--- src/rtl/qll_pkg.sv ---
// Shared Q5.10 fixed-point definitions for the requantisation datapath.
package qll_pkg;

  localparam int Q_WIDTH   = 16;
  localparam int Q_FRAC    = 10;
  localparam int ACC_WIDTH = 32;

  typedef logic signed [Q_WIDTH-1:0]   q5_10_t;
  typedef logic signed [ACC_WIDTH-1:0] acc_t;

  localparam q5_10_t Q_MAX = 16'h7FFF;
  localparam q5_10_t Q_MIN = 16'h8000;

endpackage

--- src/rtl/requant_fifo.sv ---
// Synchronous output FIFO for requantised samples.
// A push is accepted when the FIFO has space or is popped in the same cycle.
// Otherwise it is refused and `drop` flags it.
module requant_fifo
  import qll_pkg::*;
#(
  parameter int WIDTH = Q_WIDTH,
  parameter int DEPTH = 4
) (
  input  logic                       clk,
  input  logic                       rst_n,
  input  logic                       clr,
  input  logic                       push,
  input  logic [WIDTH-1:0]           push_data,
  input  logic                       pop_ready,
  output logic                       out_valid,
  output logic [WIDTH-1:0]           out_data,
  output logic [$clog2(DEPTH):0]     count,
  output logic                       drop
);

  localparam int AW = $clog2(DEPTH);

  logic [AW-1:0]    wr_ptr;
  logic [AW-1:0]    rd_ptr;
  logic [WIDTH-1:0] mem [DEPTH];
  logic             pop;
  logic             wr_en;

  // Pop only a stored entry; a full FIFO still accepts a push when popped this cycle.
  always_comb begin
    out_valid = (count != '0);
    pop       = out_valid && pop_ready;
    wr_en     = push && ((count != (AW+1)'(DEPTH)) || pop);
    drop      = push && !wr_en;
    out_data  = out_valid ? mem[rd_ptr] : '0;
  end

  // Pointer and occupancy tracking; pointers wrap naturally at the power-of-two depth.
  always_ff @(posedge clk or negedge rst_n) begin
    if (!rst_n) begin
      wr_ptr <= '0;
      rd_ptr <= '0;
      count  <= '0;
    end else if (clr) begin
      wr_ptr <= '0;
      rd_ptr <= '0;
      count  <= '0;
    end else begin
      if (wr_en) wr_ptr <= wr_ptr + 1'b1;
      if (pop)   rd_ptr <= rd_ptr + 1'b1;
      case ({wr_en, pop})
        2'b10:   count <= count + 1'b1;
        2'b01:   count <= count - 1'b1;
        default: count <= count;
      endcase
    end
  end

  // Storage array; stale contents are masked by out_valid.
  always_ff @(posedge clk) begin
    if (wr_en) mem[wr_ptr] <= push_data;
  end

endmodule

--- src/rtl/acc_requant.sv ---
// Accumulator requantisation: add Q5.10 bias, saturate to WIDTH bits, queue in a FIFO.
// Optional macro ACC_REQUANT_RELU_EN clamps negative saturated results to zero.
module acc_requant
  import qll_pkg::*;
#(
  parameter int WIDTH     = qll_pkg::Q_WIDTH,
  parameter int ACC_WIDTH = qll_pkg::ACC_WIDTH,
  parameter int DEPTH     = 4
) (
  input  logic                        clk,
  input  logic                        rst_n,
  input  logic                        in_valid,
  input  logic signed [ACC_WIDTH-1:0] acc_in,
  input  logic signed [WIDTH-1:0]     bias,
  input  logic                        clr,
  output logic                        out_valid,
  output logic [WIDTH-1:0]            out_data,
  input  logic                        out_ready,
  output logic                        almost_full,
  output logic                        ovf,
  output logic [7:0]                  drop_cnt
);

  localparam int CW = $clog2(DEPTH) + 1;

  logic                      s1_valid;
  logic signed [ACC_WIDTH:0] s1_sum;
  logic                      sign;
  logic                      fits;
  logic [WIDTH-1:0]          sat;
  logic [WIDTH-1:0]          push_data;
  logic [CW-1:0]             count;
  logic                      drop;

  // Stage 1: widen by one bit so the bias add can never wrap.
  always_ff @(posedge clk or negedge rst_n) begin
    if (!rst_n) begin
      s1_valid <= 1'b0;
      s1_sum   <= '0;
    end else if (clr) begin
      s1_valid <= 1'b0;
      s1_sum   <= '0;
    end else begin
      s1_valid <= in_valid;
      if (in_valid)
        s1_sum <= {acc_in[ACC_WIDTH-1], acc_in}
                + {{(ACC_WIDTH+1-WIDTH){bias[WIDTH-1]}}, bias};
    end
  end

  // Stage 2: the sum fits when every bit above the output sign matches the sign.
  always_comb begin
    sign = s1_sum[ACC_WIDTH];
    fits = (&s1_sum[ACC_WIDTH:WIDTH-1]) || !(|s1_sum[ACC_WIDTH:WIDTH-1]);
    sat  = fits ? s1_sum[WIDTH-1:0] : {sign, {(WIDTH-1){~sign}}};
`ifdef ACC_REQUANT_RELU_EN
    push_data = sat[WIDTH-1] ? '0 : sat;
`else
    push_data = sat;
`endif
  end

  requant_fifo #(
    .WIDTH (WIDTH),
    .DEPTH (DEPTH)
  ) u_fifo (
    .clk       (clk),
    .rst_n     (rst_n),
    .clr       (clr),
    .push      (s1_valid),
    .push_data (push_data),
    .pop_ready (out_ready),
    .out_valid (out_valid),
    .out_data  (out_data),
    .count     (count),
    .drop      (drop)
  );

  // Upstream throttle, raised early enough to cover the two-stage pipeline.
  always_comb begin
    almost_full = (count >= CW'(DEPTH - 2));
  end

  // Sticky overflow flag and saturating drop counter.
  always_ff @(posedge clk or negedge rst_n) begin
    if (!rst_n) begin
      ovf      <= 1'b0;
      drop_cnt <= '0;
    end else if (clr) begin
      ovf      <= 1'b0;
      drop_cnt <= '0;
    end else if (drop) begin
      ovf <= 1'b1;
      if (drop_cnt != 8'hFF) drop_cnt <= drop_cnt + 1'b1;
    end
  end

endmodule

--- config.mk ---
export PLATFORM = sky130hd
export DESIGN_NAME = acc_requant
export DESIGN_NICKNAME = d
export VERILOG_FILES = /design/src/rtl/qll_pkg.sv /design/src/rtl/requant_fifo.sv /design/src/rtl/acc_requant.sv
export SDC_FILE = /design/constraint.sdc
export NUM_CORES = 1
export LEC_CHECK = 0
export BUFFER_PORTS_ARGS = -buffer_cell sky130_fd_sc_hd__buf_2
export CORE_MARGIN = 3
export CORE_UTILIZATION = 39
export DETAILED_ROUTE_END_ITERATION = 8
export HOLD_SLACK_MARGIN = 0.02
export PLACE_DENSITY = 0.61
export SLEW_MARGIN = 40
export SYNTH_ARGS = -nofsm -noshare
export SYNTH_HDL_FRONTEND = slang
export SYNTH_SLANG_ARGS = --single-unit
export TNS_END_PERCENT = 5
--- constraint.sdc ---
create_clock -name clk -period 4.55 [get_ports clk]
set_clock_uncertainty 0.15 [all_clocks]
set_input_delay 0.6825 -clock clk [delete_from_list [all_inputs] [get_ports clk]]
set_output_delay 0.6825 -clock clk [all_outputs]
set_load 0.01 [all_outputs]
After elaboration in Yosys (flattened, before gate mapping)
Memories as Yosys holds them, arrays and structs flattened.
Cells that the tools add are included.
{ "totals": {"mem_bits_rw": 64, "input_bits": 53, "word_cells": 55, "memories": 1, "ff_bits": 50} }
{ "memory_table": {"columns": ["memory", "depth", "word_bits", "rd", "rd_clocked_by_memory_dff", "wr", "line_no", "rtl"], "rows": [
  ["u_fifo.mem", 4, 16, 1, 0, 1, "requant_fifo.sv:26", "logic [WIDTH-1:0] mem [DEPTH];"]
]} }
{ "op_classes": {"add_sub_neg": 6, "muxes": 18, "bitwise_logic": 1, "n_eq_ne": 4, "magnitude_cmp": 1, "reduce_logical": 17} }
{ "ops": {"columns": ["cell", "n"], "rows": [
  ["2-to-1 mux 33 bit", 2],
  ["adder 32 x 16 -> 33 bit", 1],
  ["2-to-1 mux 16 bit", 2],
  ["2-to-1 mux 8 bit", 3],
  ["AND reduction 18 bit", 1],
  ["OR reduction 18 bit", 1],
  ["nonzero test 2 bit", 5],
  ["adder 8 x 1 -> 8 bit (second input constant)", 1],
  ["2-to-1 mux 2 bit", 4],
  ["!= test 8 bit (second input constant)", 1],
  ["one-hot mux 3 bit (2 select lines)", 1],
  ["nonzero test 3 bit", 2],
  ["2-to-1 mux 1 bit", 5],
  ["adder 2 x 1 -> 2 bit (second input constant)", 2],
  ["adder 3 x 1 -> 3 bit (second input constant)", 1],
  [">= comparator 3 x 2 -> 1 bit (second input constant)", 1],
  ["logical AND 1 bit", 3],
  ["2-to-1 mux 3 bit", 1],
  ["!= test 3 bit (second input constant)", 1],
  ["subtractor 3 x 1 -> 3 bit (second input constant)", 1],
  ["== test 2 x 1 -> 1 bit (second input constant)", 1],
  ["== test 2 bit (second input constant)", 1],
  ["logical NOT 1 bit", 2],
  ["logical OR 1 bit", 2],
  ["2 further kinds", 2]
]} }

Longest topological paths before layout
Gate-level depths: netlist (run 1).
{ "logic_depth": {"depth_word": 8, "ltp_mapped": 10} }

Cells and area by module
Synthesis (run 1) repeated with hierarchy kept, for this count alone.
{ "hier_totals": {"cells_unflattened": 629, "area_unflattened_um2": 6841.6} }
{ "by_module_without_submodules": {"columns": ["mod", "cells_per_inst", "area_each_um2", "n_inst"], "rows": [
  ["acc_requant", 459, 3783.6, 1],
  ["requant_fifo", 170, 3057.9, 1]
]} }

Worst setup path after synthesis (run 1)
OpenSTA, ideal clock, no wires.
{ "synth_path": {"kind": "input to register", "startpoint": "input port acc_in[0]", "endpoint": "register s1_sum[26]", "t_required_ns": 4.331, "setup_slack_ns": 1.697, "cell_stages": 10, "setup_ns": 0.069, "n_path_buf": 0, "arrival_time_ns": 2.634, "path_cell_list": "ha_1 > inv_1 > fa_1 > nand2b_1 > a21oi_1 > o211a_1 > o21ai_1 > and2_1 > or4_1 > nand3_1"} }
{ "synth_via": {"elab_chain_len": 3} }
{ "synth_lines": {"columns": ["item", "line_no", "rtl"], "rows": [
  ["start: declaration", "acc_requant.sv:13", "input logic signed [ACC_WIDTH-1:0] acc_in,"],
  ["adder 32 x 16 -> 33 bit", "acc_requant.sv:47", "+ {{(ACC_WIDTH+1-WIDTH){bias[WIDTH-1]}}, bias};"],
  ["2-to-1 mux 33 bit", "acc_requant.sv:45", "if (in_valid)"],
  ["2-to-1 mux 33 bit", "acc_requant.sv:40", "end else if (clr) begin"],
  ["end signal: assignment", "acc_requant.sv:46", "s1_sum <= {acc_in[ACC_WIDTH-1], acc_in}"],
  ["end: declaration", "acc_requant.sv:27", "logic signed [ACC_WIDTH:0] s1_sum;"]
]} }
Every way passes these cells. The select of a mux whose other input is x is not followed.
A chain may end at the register's enable or synchronous reset.

Final worst setup path (run 1)
{ "layout_path": {"startpoint": "register u_fifo.rd_ptr[0]", "endpoint": "output port out_data[11]"} }
{ "layout_via": {"elab_chain_len": 2} }
{ "layout_lines": {"columns": ["item", "line_no", "rtl"], "rows": [
  ["start: declaration", "requant_fifo.sv:25", "logic [AW-1:0] rd_ptr;"],
  ["start signal: assignment", "requant_fifo.sv:51", "if (pop) rd_ptr <= rd_ptr + 1'b1;"],
  ["memory read (4 x 16 bit)", null, null],
  ["2-to-1 mux 16 bit", "requant_fifo.sv:36", "out_data = out_valid ? mem[rd_ptr] : '0;"],
  ["end: declaration", "acc_requant.sv:17", "output logic [WIDTH-1:0] out_data,"]
]} }
Every way passes these cells.

==> impl_metrics.csv, run 1 <==
group,metric,value,unit
status,status,"finished, final reports clean",
sta,hold_viol_final,0,
global_route,grt_pass1_vias,5223,
worst_setup_path,cp.arrival,2.07,ns
die,dieArea,0.01909,mm²
global_route,grt_first_pass_wirelength,26880,µm
detailed_routing,wl_per_cell,16.85,µm
worst_setup_path,r2r_start,"s1_sum[16]",
power_and_ir_drop,seqPwrFrac,39.1,%
power_and_ir_drop,combPwrFrac,19.7,%
worst_setup_path,path_delay_family,"flip-flops",
worst_setup_path,end_kind,"primary output",
power_and_ir_drop,p_sw,0.8843,mW
clock_network,root_buffer,"clkbuf_16",
layout,syn_to_final_growth,17.13,%
power_and_ir_drop,powerDensity,391.9,mW/mm²
clock_network,clk_latency,0.41,ns
layout,drive_gt1_share,20.31,%
synth,synth_top_flop_cell,"edfxtp_1",
synth,synthCells,629,
worst_setup_path,slowest_delay,0.74,ns
clock_network,post_cts_buffers,0,
hold_path,hold_class,"primary input to async pin",
placement,dp_hpwl,11280,µm
global_route,grt_max_degree,51,
worst_setup_path,cp_max_fo,18,
synth,ys_ff_latch,114,
worst_setup_path,start_kind,"register",
synth,syn_area,0.006814,mm²
clock_network,clockBufferDepth,2,
synth,netlist_top_cells_area,"edfxtp_1, dfrtp_1, ha_1, mux4_2, a21oi_1",
synth,synth_edf_count,64,
worst_setup_path,critical_path_class,"register to primary output",
job,maxCapViolations,0,
sta,period_minus_slack,2.905,ns
power_and_ir_drop,switching_share,28.27,%
synth,synthArstFlopShare,43.86,%
die,start_util,40.51,%
clock_network,clk_pin_slew,0.05,ns
synth,syn_avg_cell_area,10.83,µm²
detailed_routing,vias_per_cell,5.559,
layout,num_antenna_cells,0,
sta,setup_viol,0,
synth,seq_area_frac_synth,46.57,%
detailed_routing,vias,5192,
power_and_ir_drop,intPower,2.244,mW
worst_setup_path,path_cells,"mux4_2 > and2_1 > buf_2",
sta,rsz0062_at_grt,"false",
die,pin_count,80,
sta,setup_tns,0,ns
detailed_routing,detail-route-antenna-nets,0,
worst_setup_path,crit_required,3.72,ns
sta,slew_headroom,46.16,%
clock_network,hold_buffers,0,
die,dieWidth,138.2,µm
layout,layout_common_cells,"buf_2, edfxtp_1, nor2_1, dfrtp_1, a21oi_1",
synth,synth_fp_nets,721,
synth,synth.largest_area_cell,"edfxtp_1",
detailed_routing,wl_met2,7449,µm
placement,gp_congestion,0.8616,
die,die_h,138.2,µm
clock_network,ctsHtreeMaxLevel,4,
synth,synth_top_area_share,28.20,%
detailed_routing,dr.first_iter.drc_count,375,
sta,slew_violations,0,
detailed_routing,wirelength,15740,µm
detailed_routing,highest_layer,"met4",
sta,min_period_over_period,63.85,%
sta,worst_pin_slew,0.8067,ns
global_route,overflow,0,
global_route,antenna_found_initial,0,
synth,ys.warnings.count,0,
layout,nets,793,
power_and_ir_drop,ir_drop,238.5,µV
detailed_routing,drt_first_pass_iters,5,
clock_network,cts_sinks,114,
detailed_routing,wl_met3,685,µm
detailed_routing,wl_met1,7412,µm
clock_network,ctsResizeCount,0,
synth,ys_types,67,
sta,hold_ws,0.2313,ns
placement,numPortBuffers,79,
layout,layout_commonest_cell,"buf_2",
power_and_ir_drop,p_leak,3.318,nW
sta,fmax,344.2,MHz
clock_network,numCtsBuffers,17,
worst_setup_path,crit_buf_inv,1,
global_route,grt_usage,17.01,%
power_and_ir_drop,clkPwrFrac,41.2,%
detailed_routing,drc_errors,0,
clock_network,cts_tree,"yes",
worst_setup_path,startpoint,"u_fifo.rd_ptr[0]",
worst_setup_path,cpMaxStageDelayCell,"dfrtp_2",
die,fp.coreArea,0.01682,mm²
die,fp-row-count,47,
## routing by layer
layer | global-route usage [%] | up-vias
met1 | 23.24 | 2516
li1 | - | 2520
met2 | 27.47 | 141
met5 | 0 | -
met3 | 3.695 | 15
met4 | 4.940 | 0
## layout make-up
type | count | area [µm²]
Fill cell | 1561 | 8837
Multi-Input combinational cell | 467 | 3450
Sequential cell | 114 | 3174
Timing Repair Buffer | 83 | 432.9
Clock buffer | 17 | 425.4
Tap cell | 220 | 275.3
Clock inverter | 15 | 156.4
Inverter | 18 | 67.56
## power groups by stage
stage          clock network, mW  registers [mW]  logic [mW]
2_1_floorplan                  0            1.21       0.460
3_3_place_gp                   0            1.24       0.600
3_5_place_dp                   0            1.25       0.613
4_1_cts                     1.30            1.23       0.617
5_1_grt                     1.36            1.23       0.693
6_report                    1.29            1.22       0.617
## cells in the mapped netlist (all sizes together) (7+ instances only)
| master | count |
|---|---|
| a21o | 30 |
| a21oi | 48 |
| and2 | 25 |
| buf | 11 |
| clkbuf | 19 |
| dfrtp | 50 |
| edfxtp | 64 |
| ha | 37 |
| inv | 17 |
| mux2i | 14 |
| mux4 | 16 |
| nand2 | 28 |
| nand2b | 11 |
| nand3 | 22 |
| nand4 | 10 |
| nor2 | 59 |
| nor2b | 9 |
| nor3 | 13 |
| nor4 | 10 |
| o211ai | 7 |
| o21a | 8 |
| o21ai | 18 |
| xnor2 | 14 |
| xor2 | 12 |
## kinds of logic (layout without fill, tap and decap cells)
logic type               count (synthesis)  count (layout)  share of synthesized area (%)
AO/OA/AOI/OAI                          159             159                          16.38
XOR/XNOR                                26              26                          3.342
adder cells (fa/ha/maj)                 39              39                          7.382
buffers and inverters                   48             133                          2.883
flip-flops                             114             114                          46.57
multiplexers                            30              30                          7.345
AND/OR/NAND/NOR                        213             213                          16.10
## worst paths after layout
path	end	slack [ns]	cells after the start
setup / recovery	out_data[11]	1.64	3
hold / removal	s1_sum[3]	0.23	2
setup reg to reg	u_fifo.mem[2][14]	1.74	6
hold reg to reg	s1_sum[1]	0.37	2
max in group asynchronous	u_fifo.rd_ptr[0]	3.53	2
min in group clk	s1_sum[1]	0.37	2
## per-stage QoR
stage / cell area (µm²) / power (mW) / util (%) / instances / setup slack [ns]
3_3_place_gp: 7371 / 1.842 / 43.83 / 900 / 1.419
2_1_floorplan: 6814 / 1.669 / - / 629 / 1.697
6_report: 7981 / 3.128 / 47.46 / 934 / 1.645
5_1_grt: 7981 / 3.290 / 47.46 / 934 / 1.476
4_1_cts: 7954 / 3.149 / 47.29 / 932 / 1.570
3_5_place_dp: 7372 / 1.859 / 43.83 / 900 / 1.360
## state kept, by name, summed over array words and instances (netlist names)
name,flops
s1_valid,1
ovf,1
u_fifo.rd_ptr,2
u_fifo.wr_ptr,2
s1_sum,33
u_fifo.mem,64
drop_cnt,8
u_fifo.count,3
(Power assumes the default switching activity.)
==> run 2: changes to the inputs <==
Settings changed: ABC_AREA from default to 1.
Clock period 4.55 ns to 3.02 ns, I/O delays scaled along.
==> impl_metrics.csv, run 2 <==
group,metric,value,unit
layout,fill_cells,1863,
detailed_routing,dr.first_iter.drc_count,330,
global_route,overflow,0,
job,maxCapViolations,0,
worst_setup_path,slowest_delay,0.39,ns
clock_network,numCtsBuffers,17,
worst_setup_path,cp_max_fo,27,
clock_network,clockBufferDepth,2,
worst_setup_path,path_cells,"inv_1 > buf_4 > o21ai_0 > a21oi_1 > buf_2",
power_and_ir_drop,clkPwrFrac,33.3,%
synth,ys_ff_latch,114,
layout,largest_reg_flops,64,
global_route,grt_pass1_vias,6129,
clock_network,root_buffer,"clkbuf_16",
synth,ys_types,40,
die,pin_count,80,
detailed_routing,drt_first_pass_iters,4,
detailed_routing,drc_errors,0,
placement,numPortBuffers,79,
power_and_ir_drop,p_leak,4.420,nW
placement,gp_congestion,0.8941,
detailed_routing,wl_per_cell,13.16,µm
clock_network,ctsHtreeMaxLevel,4,
layout,multi_input_area,0.003505,mm²
worst_setup_path,critical_path_class,"register to primary output",
detailed_routing,wirelength,17920,µm
sta,hold_viol_final,0,
global_route,grt_usage,17.98,%
global_route,grt_max_degree,30,
synth,yosys-top-cells-count,"nand2_1, inv_1, nor2_1",
synth,synthArstFlopShare,43.86,%
die,fp.coreArea,0.01833,mm²
worst_setup_path,path_delay_family,"buffers and inverters",
power_and_ir_drop,intPower,3.308,mW
sta,rsz0062_at_grt,"false",
worst_setup_path,crit_required,2.42,ns
die,fp-row-count,49,
power_and_ir_drop,ir_drop,408.9,µV
synth,netlist_top_cells_area,"edfxtp_1, nand2_1, dfrtp_1, inv_1, ha_1",
synth,ys.warnings.count,0,
sta,worst_pin_slew,0.6622,ns
worst_setup_path,crit_buf_inv,3,
detailed_routing,vias,6507,
die,dieWidth,143.9,µm
detailed_routing,vias_per_cell,4.781,
sta,setup_tns,0,ns
global_route,grt_first_pass_wirelength,29710,µm
synth,synth_top_area_share,25.92,%
worst_setup_path,cp.arrival,1.84,ns
clock_network,clk_pin_slew,0.05,ns
sta,min_period_over_period,81.01,%
detailed_routing,detail-route-antenna-nets,0,
sta,slew_headroom,55.85,%
synth,synth_top_flop_cell,"edfxtp_1",
die,die_h,143.9,µm
layout,reg_top3,"u_fifo.mem: 64 flops, s1_sum: 33 flops, drop_cnt: 8 flops",
clock_network,clk_latency,0.41,ns
synth,synth_fp_nets,1115,
synth,seq_area_frac_synth,42.80,%
hold_path,hold_class,"primary input to register",
synth,synth.largest_area_cell,"edfxtp_1",
placement,dp_hpwl,13920,µm
sta,setup_viol,0,
power_and_ir_drop,seqPwrFrac,36.8,%
clock_network,post_cts_buffers,0,
die,dieArea,0.02070,mm²
sta,slew_violations,0,
sta,fmax,408.8,MHz
layout,layout_commonest_cell,"nand2_1",
global_route,antenna_found_initial,1,
die,start_util,40.44,%
layout,drive_gt1_share,14.24,%
layout,regArea,0.003173,mm²
sta,hold_ws,0.1871,ns
power_and_ir_drop,switching_share,34.12,%
synth,synth_edf_count,64,
clock_network,cts_sinks,114,
layout,layout_common_cells,"nand2_1, inv_1, nor2_1, buf_2, edfxtp_1",
synth,synthCells,1023,
power_and_ir_drop,combPwrFrac,30.0,%
layout,syn_to_final_growth,16.32,%
power_and_ir_drop,powerDensity,582.4,mW/mm²
synth,syn_avg_cell_area,7.247,µm²
worst_setup_path,start_kind,"register",
layout,nets,1210,
power_and_ir_drop,p_sw,1.713,mW
worst_setup_path,end_kind,"primary output",
sta,period_minus_slack,2.446,ns
worst_setup_path,cpMaxStageDelayCell,"dfrtp_1",
synth,yosysMostFrequentCell,"nand2_1",
synth,syn_area,0.007413,mm²
clock_network,cts_tree,"yes",
layout,largest-register,"u_fifo.mem",
status,status,"finished, final reports clean",
[run 2: changes by cell type in the layout (fill, tap and decap cells not counted), sizes merged, moves of 14 or more]
cell | before | now
mux2i | 14 | 0
and2 | 25 | 0
nor2 | 59 | 125
inv | 22 | 164
o21ai | 18 | 59
mux4 | 16 | 0
nand2 | 28 | 361
nand3 | 22 | 48
a21o | 30 | 1
[run 2: final cells by class]
| cell class | instances | area share [%] |
|---|---|---|
| well taps | 229 | 3.323 |
| repair buffers | 97 | 6.181 |
| clock buffers | 19 | 5.020 |
| flip-flops and latches | 114 | 36.80 |
| clock inverters | 13 | 0.8270 |
| inverters | 165 | 7.182 |
| diodes | 1 | 0.02902 |
| multi-input cells | 723 | 40.64 |
[run 2: timing repair]
action | 4_1_cts | 5_1_grt
endpoints found under the hold margin | 27 | 0
gates resized for setup | 0 | 0
hold buffers | 1 | 0
[run 2: cells by family after synthesis]
group | count (synthesis) | synth area share [%]
adders and majority gates | 39 | 6.785
buffers and inverters | 186 | 9.958
AOI/OAI and AO/OA | 122 | 8.794
xor gates and xnor gates | 2 | 0.2363
DFF | 114 | 42.80
and+or+nand+nor | 560 | 31.43
[run 2: worst paths after layout]
path / start / to / slack (ns) / cells past startpoint
min in group asynchronous: rst_n / drop_cnt[3] / 0.45 / 2
worst max register to register: u_fifo.count[1] / u_fifo.count[2] / 0.86 / 9
worst max-delay path: u_fifo.rd_ptr[0] / out_data[4] / 0.57 / 5
worst min register to register: s1_sum[8] / s1_sum[8] / 0.33 / 2
max in group asynchronous: rst_n / s1_sum[10] / 1.62 / 3
worst min-delay path: in_valid / s1_sum[5] / 0.19 / 3
[run 2: metrics by stage]
stage / power (mW) / setup WS [ns] / std cells / utilization [%] / cell area (µm²)
floorplan: 2.863 / 0.9422 / 1023 / - / 7413
global placement: 3.383 / 0.6280 / 1327 / 44.22 / 8107
detailed placement: 3.393 / 0.5992 / 1327 / 44.22 / 8107
CTS: 5.085 / 0.5579 / 1360 / 47.03 / 8621
global route: 5.351 / 0.4450 / 1361 / 47.04 / 8623
finish: 5.022 / 0.5736 / 1361 / 47.04 / 8623
[run 2: power groups by stage]
stage               registers [mW]  clock network, mW  logic [mW]
floorplan                     1.85                  0        1.01
global placement              1.87                  0        1.51
detailed placement            1.87                  0        1.52
CTS                           1.85               1.71        1.53
global route                  1.86               1.78        1.71
finish                        1.85               1.67        1.50
[run 2: worst register-to-register path: stages, from the launching register on]
cell	delay [ns]
dfrtp_1	0.40
inv_1	0.09
nand2_2	0.08
nor2_4	0.45
nor2_4	0.08
nand2_2	0.12
inv_2	0.05
fa_1	0.37
a21boi_0	0.14
o22ai_1	0.14
[run 2: per-layer routing]
| metal | GRT usage [%] | routed length (µm) | vias to the layer above |
|---|---|---|---|
| met5 | 0 | 0 | - |
| met4 | 4.856 | 181 | 0 |
| met3 | 3.062 | 746 | 15 |
| met2 | 30.25 | 8593 | 137 |
| met1 | 24.03 | 8395 | 2931 |
| li1 | - | - | 3424 |
